File: src/rtl/axis_pkg.sv
// rtl/axis_pkg.sv - shared AXI-Stream width-converter types and byte-select helper
// Purpose: default input width, drain state encoding and the one-hot
//          lowest/highest-set-bit byte selector shared with the 8-to-32 packer.
// Ports:   none (package).
package axis_pkg;

  localparam int IN_BYTES_DEF = 4;

  typedef enum logic {
    ST_EMPTY = 1'b0,
    ST_DRAIN = 1'b1
  } drain_state_e;

  // One-hot select of the next byte to emit: lowest set bit when
  // msb_first=0, highest set bit when msb_first=1. Zero mask gives zero.
  function automatic logic [3:0] byte_sel(input logic [3:0] mask, input logic msb_first);
    logic [3:0] sel;
    sel = '0;
    if (msb_first) begin
      for (int i = 0; i < 4; i++)
        if (mask[i]) sel = 4'b0001 << i;
    end else begin
      for (int i = 3; i >= 0; i--)
        if (mask[i]) sel = 4'b0001 << i;
    end
    return sel;
  endfunction

endpackage

File: src/rtl/axis_32to8_if.sv
// rtl/axis_32to8_if.sv - stream bundle for the 32-to-8 down-converter
// Purpose: groups the 32-bit input stream, the 8-bit output stream and the
//          null-tlast drop pulse.
// Modports: master = upstream source / downstream sink side,
//           slave  = converter side.
interface axis_32to8_if;
  import axis_pkg::*;

  logic [8*IN_BYTES_DEF-1:0] axis_tdata_in;
  logic [IN_BYTES_DEF-1:0]   axis_tkeep_in;
  logic                      axis_tvalid_in;
  logic                      axis_tlast_in;
  logic                      axis_tready_out;
  logic [7:0]                axis_tdata_out;
  logic                      axis_tvalid_out;
  logic                      axis_tlast_out;
  logic                      axis_tready_in;
  logic                      null_last_drop;

  modport master (
    output axis_tdata_in, axis_tkeep_in, axis_tvalid_in, axis_tlast_in, axis_tready_in,
    input  axis_tready_out, axis_tdata_out, axis_tvalid_out, axis_tlast_out, null_last_drop
  );

  modport slave (
    input  axis_tdata_in, axis_tkeep_in, axis_tvalid_in, axis_tlast_in, axis_tready_in,
    output axis_tready_out, axis_tdata_out, axis_tvalid_out, axis_tlast_out, null_last_drop
  );

endinterface

File: src/rtl/axis_byte_pick.sv
// rtl/axis_byte_pick.sv - priority select of the next byte lane from a keep mask
// Purpose: combinational pick of the lowest (MSB_FIRST=0) or highest
//          (MSB_FIRST=1) pending byte.
// Ports:   mask_i pending-byte mask, sel_o one-hot lane, idx_o lane index.
module axis_byte_pick
  import axis_pkg::*;
#(
  parameter bit MSB_FIRST = 1'b0
) (
  input  logic [3:0] mask_i,
  output logic [3:0] sel_o,
  output logic [1:0] idx_o
);

  assign sel_o = byte_sel(mask_i, MSB_FIRST);

  always_comb begin
    idx_o = '0;
    for (int i = 0; i < 4; i++)
      if (sel_o[i]) idx_o = 2'(i);
  end

endmodule

File: src/rtl/axis_32to8.sv
// rtl/axis_32to8.sv - AXI4-Stream 32-bit to 8-bit down-converter with tkeep skipping
// Purpose: serialises kept bytes of each input word, moves tlast to the last
//          kept byte, pulses null_last_drop on a tlast word with no kept bytes.
// Ports:   clk, reset_n (async active-low); s = stream bundle (slave modport).
module axis_32to8
  import axis_pkg::*;
#(
  parameter int IN_BYTES  = IN_BYTES_DEF,
  parameter bit MSB_FIRST = 1'b0
) (
  input  logic          clk,
  input  logic          reset_n,
  axis_32to8_if.slave   s
);

  logic [8*IN_BYTES-1:0] word_q, word_d;
  logic [IN_BYTES-1:0]   mask_q, mask_d;
  logic                  last_q, last_d;
  logic                  drop_q, drop_d;

  drain_state_e state;
  logic [3:0]   sel;
  logic [1:0]   idx;
  logic         final_byte;
  logic         tvalid;
  logic         tready;
  logic         in_fire;
  logic         out_fire;

  axis_byte_pick #(.MSB_FIRST(MSB_FIRST)) u_pick (
    .mask_i (mask_q),
    .sel_o  (sel),
    .idx_o  (idx)
  );

  // The pending mask is the whole state: any bit left means we are draining.
  assign state      = (mask_q != '0) ? ST_DRAIN : ST_EMPTY;
  assign final_byte = $onehot(mask_q);
  assign tvalid     = (state == ST_DRAIN);
  // Accept the next word in the same cycle the final byte leaves, so words
  // stream back to back without a bubble.
  assign tready     = (state == ST_EMPTY) | (final_byte & s.axis_tready_in);
  assign in_fire    = s.axis_tvalid_in & tready;
  assign out_fire   = tvalid & s.axis_tready_in;

  assign s.axis_tvalid_out = tvalid;
  assign s.axis_tready_out = tready;
  assign s.axis_tdata_out  = word_q[8*idx +: 8];
  assign s.axis_tlast_out  = last_q & final_byte;
  assign s.null_last_drop  = drop_q;

  always_comb begin
    word_d = word_q;
    mask_d = mask_q;
    last_d = last_q;
    drop_d = 1'b0;
    if (out_fire)
      mask_d = mask_q & ~sel;
    // A new word overrides the bit clear of the byte leaving this cycle.
    if (in_fire) begin
      word_d = s.axis_tdata_in;
      mask_d = s.axis_tkeep_in;
      last_d = s.axis_tlast_in;
      drop_d = s.axis_tlast_in & (s.axis_tkeep_in == '0);
    end
  end

  always_ff @(posedge clk or negedge reset_n) begin
    if (!reset_n) begin
      word_q <= '0;
      mask_q <= '0;
      last_q <= 1'b0;
      drop_q <= 1'b0;
    end else begin
      word_q <= word_d;
      mask_q <= mask_d;
      last_q <= last_d;
      drop_q <= drop_d;
    end
  end

endmodule
File: src/flat_wrapper.sv
// flat-port wrapper written by rule: the top's interface ports become plain ports
module axis_32to8_flat import axis_pkg::*;
#(
  parameter int IN_BYTES  = IN_BYTES_DEF,
  parameter bit MSB_FIRST = 1'b0
)
  (clk, reset_n, s_axis_tdata_in, s_axis_tkeep_in, s_axis_tvalid_in, s_axis_tlast_in, s_axis_tready_in, s_axis_tready_out, s_axis_tdata_out, s_axis_tvalid_out, s_axis_tlast_out, s_null_last_drop);
  axis_32to8_if s_i ();
  input  logic clk;
  input  logic reset_n;
  input wire logic [$bits(s_i.axis_tdata_in)-1:0] s_axis_tdata_in;
  input wire logic [$bits(s_i.axis_tkeep_in)-1:0] s_axis_tkeep_in;
  input wire logic [$bits(s_i.axis_tvalid_in)-1:0] s_axis_tvalid_in;
  input wire logic [$bits(s_i.axis_tlast_in)-1:0] s_axis_tlast_in;
  input wire logic [$bits(s_i.axis_tready_in)-1:0] s_axis_tready_in;
  output wire logic [$bits(s_i.axis_tready_out)-1:0] s_axis_tready_out;
  output wire logic [$bits(s_i.axis_tdata_out)-1:0] s_axis_tdata_out;
  output wire logic [$bits(s_i.axis_tvalid_out)-1:0] s_axis_tvalid_out;
  output wire logic [$bits(s_i.axis_tlast_out)-1:0] s_axis_tlast_out;
  output wire logic [$bits(s_i.null_last_drop)-1:0] s_null_last_drop;
  assign s_i.axis_tdata_in = s_axis_tdata_in;
  assign s_i.axis_tkeep_in = s_axis_tkeep_in;
  assign s_i.axis_tvalid_in = s_axis_tvalid_in;
  assign s_i.axis_tlast_in = s_axis_tlast_in;
  assign s_i.axis_tready_in = s_axis_tready_in;
  assign s_axis_tready_out = s_i.axis_tready_out;
  assign s_axis_tdata_out = s_i.axis_tdata_out;
  assign s_axis_tvalid_out = s_i.axis_tvalid_out;
  assign s_axis_tlast_out = s_i.axis_tlast_out;
  assign s_null_last_drop = s_i.null_last_drop;
  axis_32to8 #(.IN_BYTES(IN_BYTES), .MSB_FIRST(MSB_FIRST)) u_core (.clk(clk), .reset_n(reset_n), .s(s_i));
endmodule
File: config.mk
export PLATFORM = sky130hd
export DESIGN_NAME = axis_32to8_flat
export DESIGN_NICKNAME = d
export VERILOG_FILES = /design/src/rtl/axis_pkg.sv /design/src/rtl/axis_32to8_if.sv /design/src/rtl/axis_byte_pick.sv /design/src/rtl/axis_32to8.sv /design/src/flat_wrapper.sv
export SDC_FILE = /design/constraint.sdc
export NUM_CORES = 1
export LEC_CHECK = 0
export BUFFER_PORTS_ARGS = -buffer_cell sky130_fd_sc_hd__buf_2
export CAP_MARGIN = 10
export CORE_MARGIN = 2
export CORE_UTILIZATION = 45
export CTS_CLUSTER_DIAMETER = 80
export DETAILED_ROUTE_END_ITERATION = 8
export GPL_ROUTABILITY_DRIVEN = 1
export PLACE_DENSITY = 0.72
export RECOVER_POWER = 50
export SETUP_SLACK_MARGIN = 0.02
export SKIP_LAST_GASP = 1
export SYNTH_ARGS = -nofsm -noshare
export SYNTH_HDL_FRONTEND = slang
export SYNTH_SLANG_ARGS = --single-unit
File: constraint.sdc
create_clock -name clk -period 2.5 [get_ports clk]
set_input_delay 0.5 -clock clk [delete_from_list [all_inputs] [get_ports clk]]
set_output_delay 0.5 -clock clk [all_outputs]
set_load 0.02 [all_outputs]
==> results of run 1 <==
==> repair_timing <==
action                     4_1_cts  5_1_grt
pin swaps                        5        1
resized for setup                6       23
cloned                           0        5
setup endpoints to repair       26       43
setup buffers                    3        3
==> per-layer routing <==
| metal | track usage | part of all wire |
|---|---|---|
| met1 | 0.253 | 0.45 |
| met2 | 0.289 | 0.49 |
| met5 | 0 | 0 |
| met3 | 0.0492 | 0.053 |
| met4 | 0.0440 | 0.0035 |
==> cells in the final DEF, fill, tap and decap left out, types with 2 or more instances in the layout <==
cell and instances:
a21bo_2 2, a21oi_1 9, a31oi_1 2, buf_12 3
buf_2 49, buf_4 10, buf_6 3, bufinv_16 2
clkbuf_16 3, clkbuf_8 5, dfrtp_1 38, ha_1 5
ha_4 3, inv_1 3, inv_2 2, mux2_2 13
mux2_4 31, nand2_2 2, o21ai_0 8, o22ai_1 8
or4b_2 7
==> cell families after synthesis <==
logic type      Yosys count
buf+inv                  14
mux                      45
flops                    38
compound gates           33
simple gates             20
fa+ha+maj                 9
==> cell type report <==
type | count | share of cell area
inverters | 6 | 0.00875
clock inverters | 3 | 0.0241
flip-flops and latches | 38 | 0.333
clock buffers | 5 | 0.0241
multi-input cells | 107 | 0.410
repair buffers | 70 | 0.178
well taps | 52 | 0.0228
==> critical path, stage by stage, from the launching register on <==
cell     delay, ns
dfrtp_1       0.39
buf_4         0.20
ha_1          0.17
buf_4         0.17
mux2_2        0.36
o21ai_0       0.22
a21oi_1       0.13
buf_2         0.18
==> path summary, 6_finish.rpt <==
check                                                     end  slack (ns)  cells past startpoint
worst max-delay path                      s_axis_tdata_out[6]       -0.12                      7
worst min-delay path            u_core.word_q[15]$_DFFE_PN0P_        0.43                      2
worst max register to register  u_core.word_q[30]$_DFFE_PN0P_       -0.09                     10
worst min register to register      u_core.last_q$_DFFE_PN0P_        0.51                      1
max in group asynchronous        u_core.mask_q[3]$_DFFE_PN0P_        0.57                      1
min in group asynchronous        u_core.word_q[7]$_DFFE_PN0P_        0.75                      1
==> registers in the layout, summed over array words and instances, names as in the netlist <==
signal                   flops
u_core.mask_q                4
u_core.s.null_last_drop      1
u_core.word_q               32
u_core.last_q                1
==> per-stage QoR <==
| step | std cells | TNS, ns | utilization | instance area [µm²] |
|---|---|---|---|---|
| 2_1_floorplan | 159 | -2.64 | - | 2150 |
| 3_3_place_gp | 262 | 0 | 0.566 | 2460 |
| 3_5_place_dp | 262 | 0 | 0.566 | 2460 |
| 4_1_cts | 273 | -1.31 | 0.607 | 2640 |
| 5_1_grt | 281 | -6.15 | 0.657 | 2860 |
| 6_report | 281 | -2.57 | 0.657 | 2860 |
==> power groups by stage <==
| stage | logic, mW | clock network [mW] | registers, mW |
|---|---|---|---|
| global placement | 2.43 | 0 | 1.10 |
| finish | 3.17 | 0.634 | 1.11 |
| floorplan | 1.96 | 0 | 1.06 |
| CTS | 2.62 | 0.641 | 1.10 |
| detailed placement | 2.47 | 0 | 1.11 |
| global route | 3.37 | 0.668 | 1.15 |
==> metrics, run 1 <==
TritonRoute pass-1 iters 4; Post-Syn Nets between 200 and 250; # clock sinks 38; Cell Area, Synth a little over 2000 µm²; mux contribution to synthesized area 0.248; DR WL/cell around 18 µm; die span in x slightly above 70 µm; YS warnings 0; htree depth 2; TritonCTS clock tree built; combinational group share of total power 0.645; clk buf depth 2; IO Pins 53; crit-path max FO 14; Peak Freq 0.382 GHz; Final Hold Slack around 0.43 ns; total wire length about 5200 µm; clock-pin slew on the worst setup and hold paths around 0.080 ns; fill count about 320; first-pass GRT wire length 7230 µm; async set-reset flop share out of synthesis 1.00; EDFF count, synth 0; power share of the clock group 0.129; Flop pwr share 0.226; commonest cells in the netlist mux2_2, dfrtp_1, a21oi_1, o21ai_0; vias in the first global route about 1.5k; layout cells sized above 1 0.620; Core ar. approximately 4400 µm²; Iteration-0 DRC Markers 85; leakage between 1 and 1.5 nW; DIE HEIGHT 71.3 µm; post-route ant nets 0; top-count cell post-synth mux2_2; post-synthesis register bit count 38; post-synthesis simple-gate area fraction 0.0858; Slew HR -0.337; Mapped Avg Cell Area 12.8 µm²; Least-Margin Pin Slew ~2.0 ns; antenna violations before repair 0; pre-CTS setup slack 0.0179 ns; critical path required time ~2 ns; post-synthesis sequential area ratio 0.466; Sequential Area between 900 and 1000 µm²; Netlist cell types 31; antenna cells 0; Net Sw Power around 1.8 mW; max-cap violations 1; final hold violation count 0; RD Place Congestion about 0.76; multi-input logic area approximately 1200 µm²; largest family of logic cells by synthesized area multiplexers; RSZ-0062 raised after global routing yes; cell-internal power 3.11 mW; worst min-delay path class in -> reg; Period minus WS final around 2.6 ns; top_reg_cell synth dfrtp_1; Tot Pwr 4.92 mW; Row Count 24; Setup Skew about 0.011 ns; XOR/XNOR share of the synthesized area 0; worst vdd ir around 0.96 mV; Final Max Tran Viols 39; Final WS setup -0.116 ns; TritonCTS Buffers 5; Critical Path Start u_core.mask_q[1]$_DFFE_PN0P_; Synth area leader dfrtp_1; DR vias around 1.6k; largest net degree at the start of global routing 39; root buf cell clkbuf_8; gr usage total 0.183; Clk Latency, worst-skew pair ~0.30 ns; endpoint class of the critical path output pin; R2R Path Start u_core.mask_q[1]$_DFFE_PN0P_; Post-CTS Hold Buffers 0; HPWL reported at the end of detailed placement a little over 3000 µm; Initial Util 0.469; switching share of power 0.367; vias per inst roughly 5.6; share of the synthesized area in the top cell type 0.466; Tcrit/Tclk final 1.05; P per Cell Area roughly 1700 nW/µm²; Congestion Overflow GR 0; crit path kind reg -> out; drt drc 0; adder-cell share of the synthesized area 0.0589; nets 278; failing checks capacitance limit, slew limit, setup timing; startpoint types flip-flop; Synth Instances approximately 160; setup violators final about 40; top cells by area, synth dfrtp_1, mux2_2, ha_1; area grow syn2layout 40.1%; die area around 5100 µm²; Compound-Gate Fraction of Synth Area 0.103; Hold Crit Start s_axis_tdata_in[15]; Worst EP arrival roughly 2.1 ns; status complete, but fails checks; Port Buffers 52
No activity file was read; power rests on OpenSTA's default activity.
==> run 2, diff against run 1 <==
--- a/config.mk
+++ b/config.mk
@@ -7,12 +7,14 @@
 export LEC_CHECK = 0
 export BUFFER_PORTS_ARGS = -buffer_cell sky130_fd_sc_hd__buf_2
 export CAP_MARGIN = 10
+export CELL_PAD_IN_SITES_DETAIL_PLACEMENT = 1
+export CELL_PAD_IN_SITES_GLOBAL_PLACEMENT = 1
 export CORE_MARGIN = 2
-export CORE_UTILIZATION = 45
+export CORE_UTILIZATION = 37
 export CTS_CLUSTER_DIAMETER = 80
 export DETAILED_ROUTE_END_ITERATION = 8
 export GPL_ROUTABILITY_DRIVEN = 1
-export PLACE_DENSITY = 0.72
+export PLACE_DENSITY_LB_ADDON = 0.1
 export RECOVER_POWER = 50
 export SETUP_SLACK_MARGIN = 0.02
 export SKIP_LAST_GASP = 1
==> run 2 against run 1 <==
The flow still finishes with violations (capacitance limit, slew limit, setup timing). First-iteration DRC count fell by 49%. Wire length is 20% higher. Critical path type is now reg -> reg. Register-to-register slack lost 0.03 ns. Global-route usage grew 1.3 points. Non-clock buffer count grew 3. Highest routed layer unchanged. Sequential cell count stayed put. Largest cell class unchanged. Final area up 4.2%. Cell count grew 8.2%. Sequential share of layout area decreased by 1.3 points. Die area up 20%.
==> metrics, run 2 (synthesis results as in run 1) <==
Worst EP arrival 2.80 ns (+0.68 ns); TritonRoute pass-1 iters 4 (unchanged); gr usage total 0.196 (+0.0132); Initial Util 0.378 (-0.0911); Port Buffers 52 (unchanged); Peak Freq 0.382 GHz (-0.16%); multi-input logic area 1240 µm² (+5.4%); first-pass GRT wire length 9220 µm (+27%); critical path required time 2.68 ns (+0.68 ns); RSZ-0062 raised after global routing yes; die span in x 78.3 µm (+9.7%); HPWL reported at the end of detailed placement 3910 µm (+25%); Tcrit/Tclk final 1.05 (+0.00164); TritonCTS Buffers 5 (unchanged); post-route ant nets 0 (unchanged); status complete, but fails checks; largest net degree at the start of global routing 39 (unchanged); startpoint types flip-flop; layout cells sized above 1 0.664 (+0.0437); root buf cell clkbuf_8; Period minus WS final 2.62 ns (+0.00410 ns); nets 281 (+1.1%); P per Cell Area 1730 nW/µm² (+0.78%); Slew HR -0.400 (-0.0630); Clk Latency, worst-skew pair 0.29 ns (about the same); htree depth 2 (unchanged); antenna violations before repair 0 (unchanged); final core utilization 0.551 (-0.106); Sequential Area 951 µm² (unchanged); worst min-delay path class in -> reg; antenna cells 0 (unchanged); Iteration-0 DRC Markers 43 (-49%); crit-path max FO 14 (unchanged); pre-CTS setup slack -0.0447 ns (-0.0626 ns); Setup Skew 0.00461 ns (-0.00672 ns); most common cell after layout, fill and taps aside buf_2; placed cell area 2510 µm² (+1.8%); Biggest register u_core.word_q; DR WL/cell 20.4 µm (+11%); max-cap violations 1 (unchanged); IO Pins 53 (unchanged); area grow syn2layout 45.9%; commonest non-fill, non-tap cells in the layout buf_2, dfrtp_1, mux2_4; die area 6130 µm² (+20%); Tot Pwr 5.16 mW (+5.0%); Worst Reg-to-Reg Cells 10 (unchanged); Post-CTS Hold Buffers 0 (unchanged); clock-pin slew on the worst setup and hold paths 0.08 ns (about the same); clk buf depth 2 (unchanged); Hold Path Depth 2 (unchanged); endpoint class of the critical path flip-flop; Final WS setup -0.121 ns (-0.00410 ns); leakage 1.37 nW (+2.1%); final hold violation count 0 (unchanged); setup_tns -1.59 ns (+0.980 ns); RD Place Congestion 0.806 (+5.8%); Row Count 27 (+13%); Largest regs u_core.word_q (32), u_core.mask_q (4); Least-Margin Pin Slew 2.10 ns (+0.0945 ns); Final Cell Area 2980 µm² (+4.2%); total wire length 6190 µm (+20%); failing checks capacitance limit, slew limit, setup timing; Congestion Overflow GR 0 (unchanged); drt drc 0 (unchanged); # clock sinks 38 (unchanged); vias per inst 5.12 (-8.2%); fill count 566 (+75%); max FFs per register 32 (unchanged); worst vdd ir 0.706 mV (-27%); Final Max Tran Viols 39 (unchanged); DR vias 1556 (-0.70%); DIE HEIGHT 78.3 µm (+9.7%); setup violators final 36 (-12%); crit path kind reg -> reg; TritonCTS clock tree built; vias in the first global route 1704 (+16%); Core ar. 5410 µm² (+24%)
-- run 2: repair_timing --
action                     4_1_cts  5_1_grt
gates cloned                     3        1
hold endpoints to repair         0        0
setup endpoints to repair       44       47
setup buffers                   12        1
pin swaps                        6        3
gates resized for setup         22       34
-- run 2: path summary, 6_finish.rpt --
kind	start	end	slack (ns)
max in group asynchronous	reset_n	u_core.mask_q[3]$_DFFE_PN0P_	0.49
min reg2reg	u_core.word_q[13]$_DFFE_PN0P_	u_core.word_q[13]$_DFFE_PN0P_	0.51
min in group asynchronous	reset_n	u_core.word_q[7]$_DFFE_PN0P_	0.81
max reg2reg	u_core.mask_q[1]$_DFFE_PN0P_	u_core.word_q[3]$_DFFE_PN0P_	-0.12
min	s_axis_tdata_in[5]	u_core.word_q[5]$_DFFE_PN0P_	0.44
max	u_core.mask_q[1]$_DFFE_PN0P_	u_core.word_q[3]$_DFFE_PN0P_	-0.12
-- run 2: power breakdown --
group          internal [mW]  leakage [nW]  switching, mW  total [mW]
Combinational           2.05         0.870           1.54        3.59
Sequential             0.931         0.454          0.202        1.13
Clock                  0.223        0.0482          0.215       0.438
Total                   3.20          1.37           1.96        5.16
-- run 2: critical path: stages, from the launching register on --
cell       delay [ns]
dfrtp_1          0.40
buf_4            0.20
ha_1             0.22
fa_2             0.48
nand4bb_4        0.23
buf_6            0.14
a21boi_4         0.14
buf_12           0.16
buf_12           0.12
buf_16           0.12
mux2_4           0.30
-- run 2: area by class of cell --
type	count	area share
Inverter	6	0.00840
Sequential cell	38	0.319
Timing Repair Buffer	73	0.196
Multi-Input combinational cell	107	0.415
Tap cell	72	0.0303
Clock inverter	1	0.00168
Clock buffer	7	0.0290
-- run 2: metal layers --
layer | track usage | up-vias | wire (µm)
met5 | 0 | - | 0
met4 | 0.0316 | 0 | 8
met3 | 0.0437 | 2 | 221
met2 | 0.347 | 36 | 3270
met1 | 0.250 | 788 | 2690
li1 | - | 730 | -
-- run 2: metrics by stage --
| step | hold slack (ns) | std cells |
|---|---|---|
| finish | 0.437 | 304 |
| global route | 0.421 | 304 |
| CTS | 0.348 | 305 |
| detailed placement | 0.495 | 283 |
| global placement | 0.486 | 283 |
| floorplan | 0.204 | 159 |
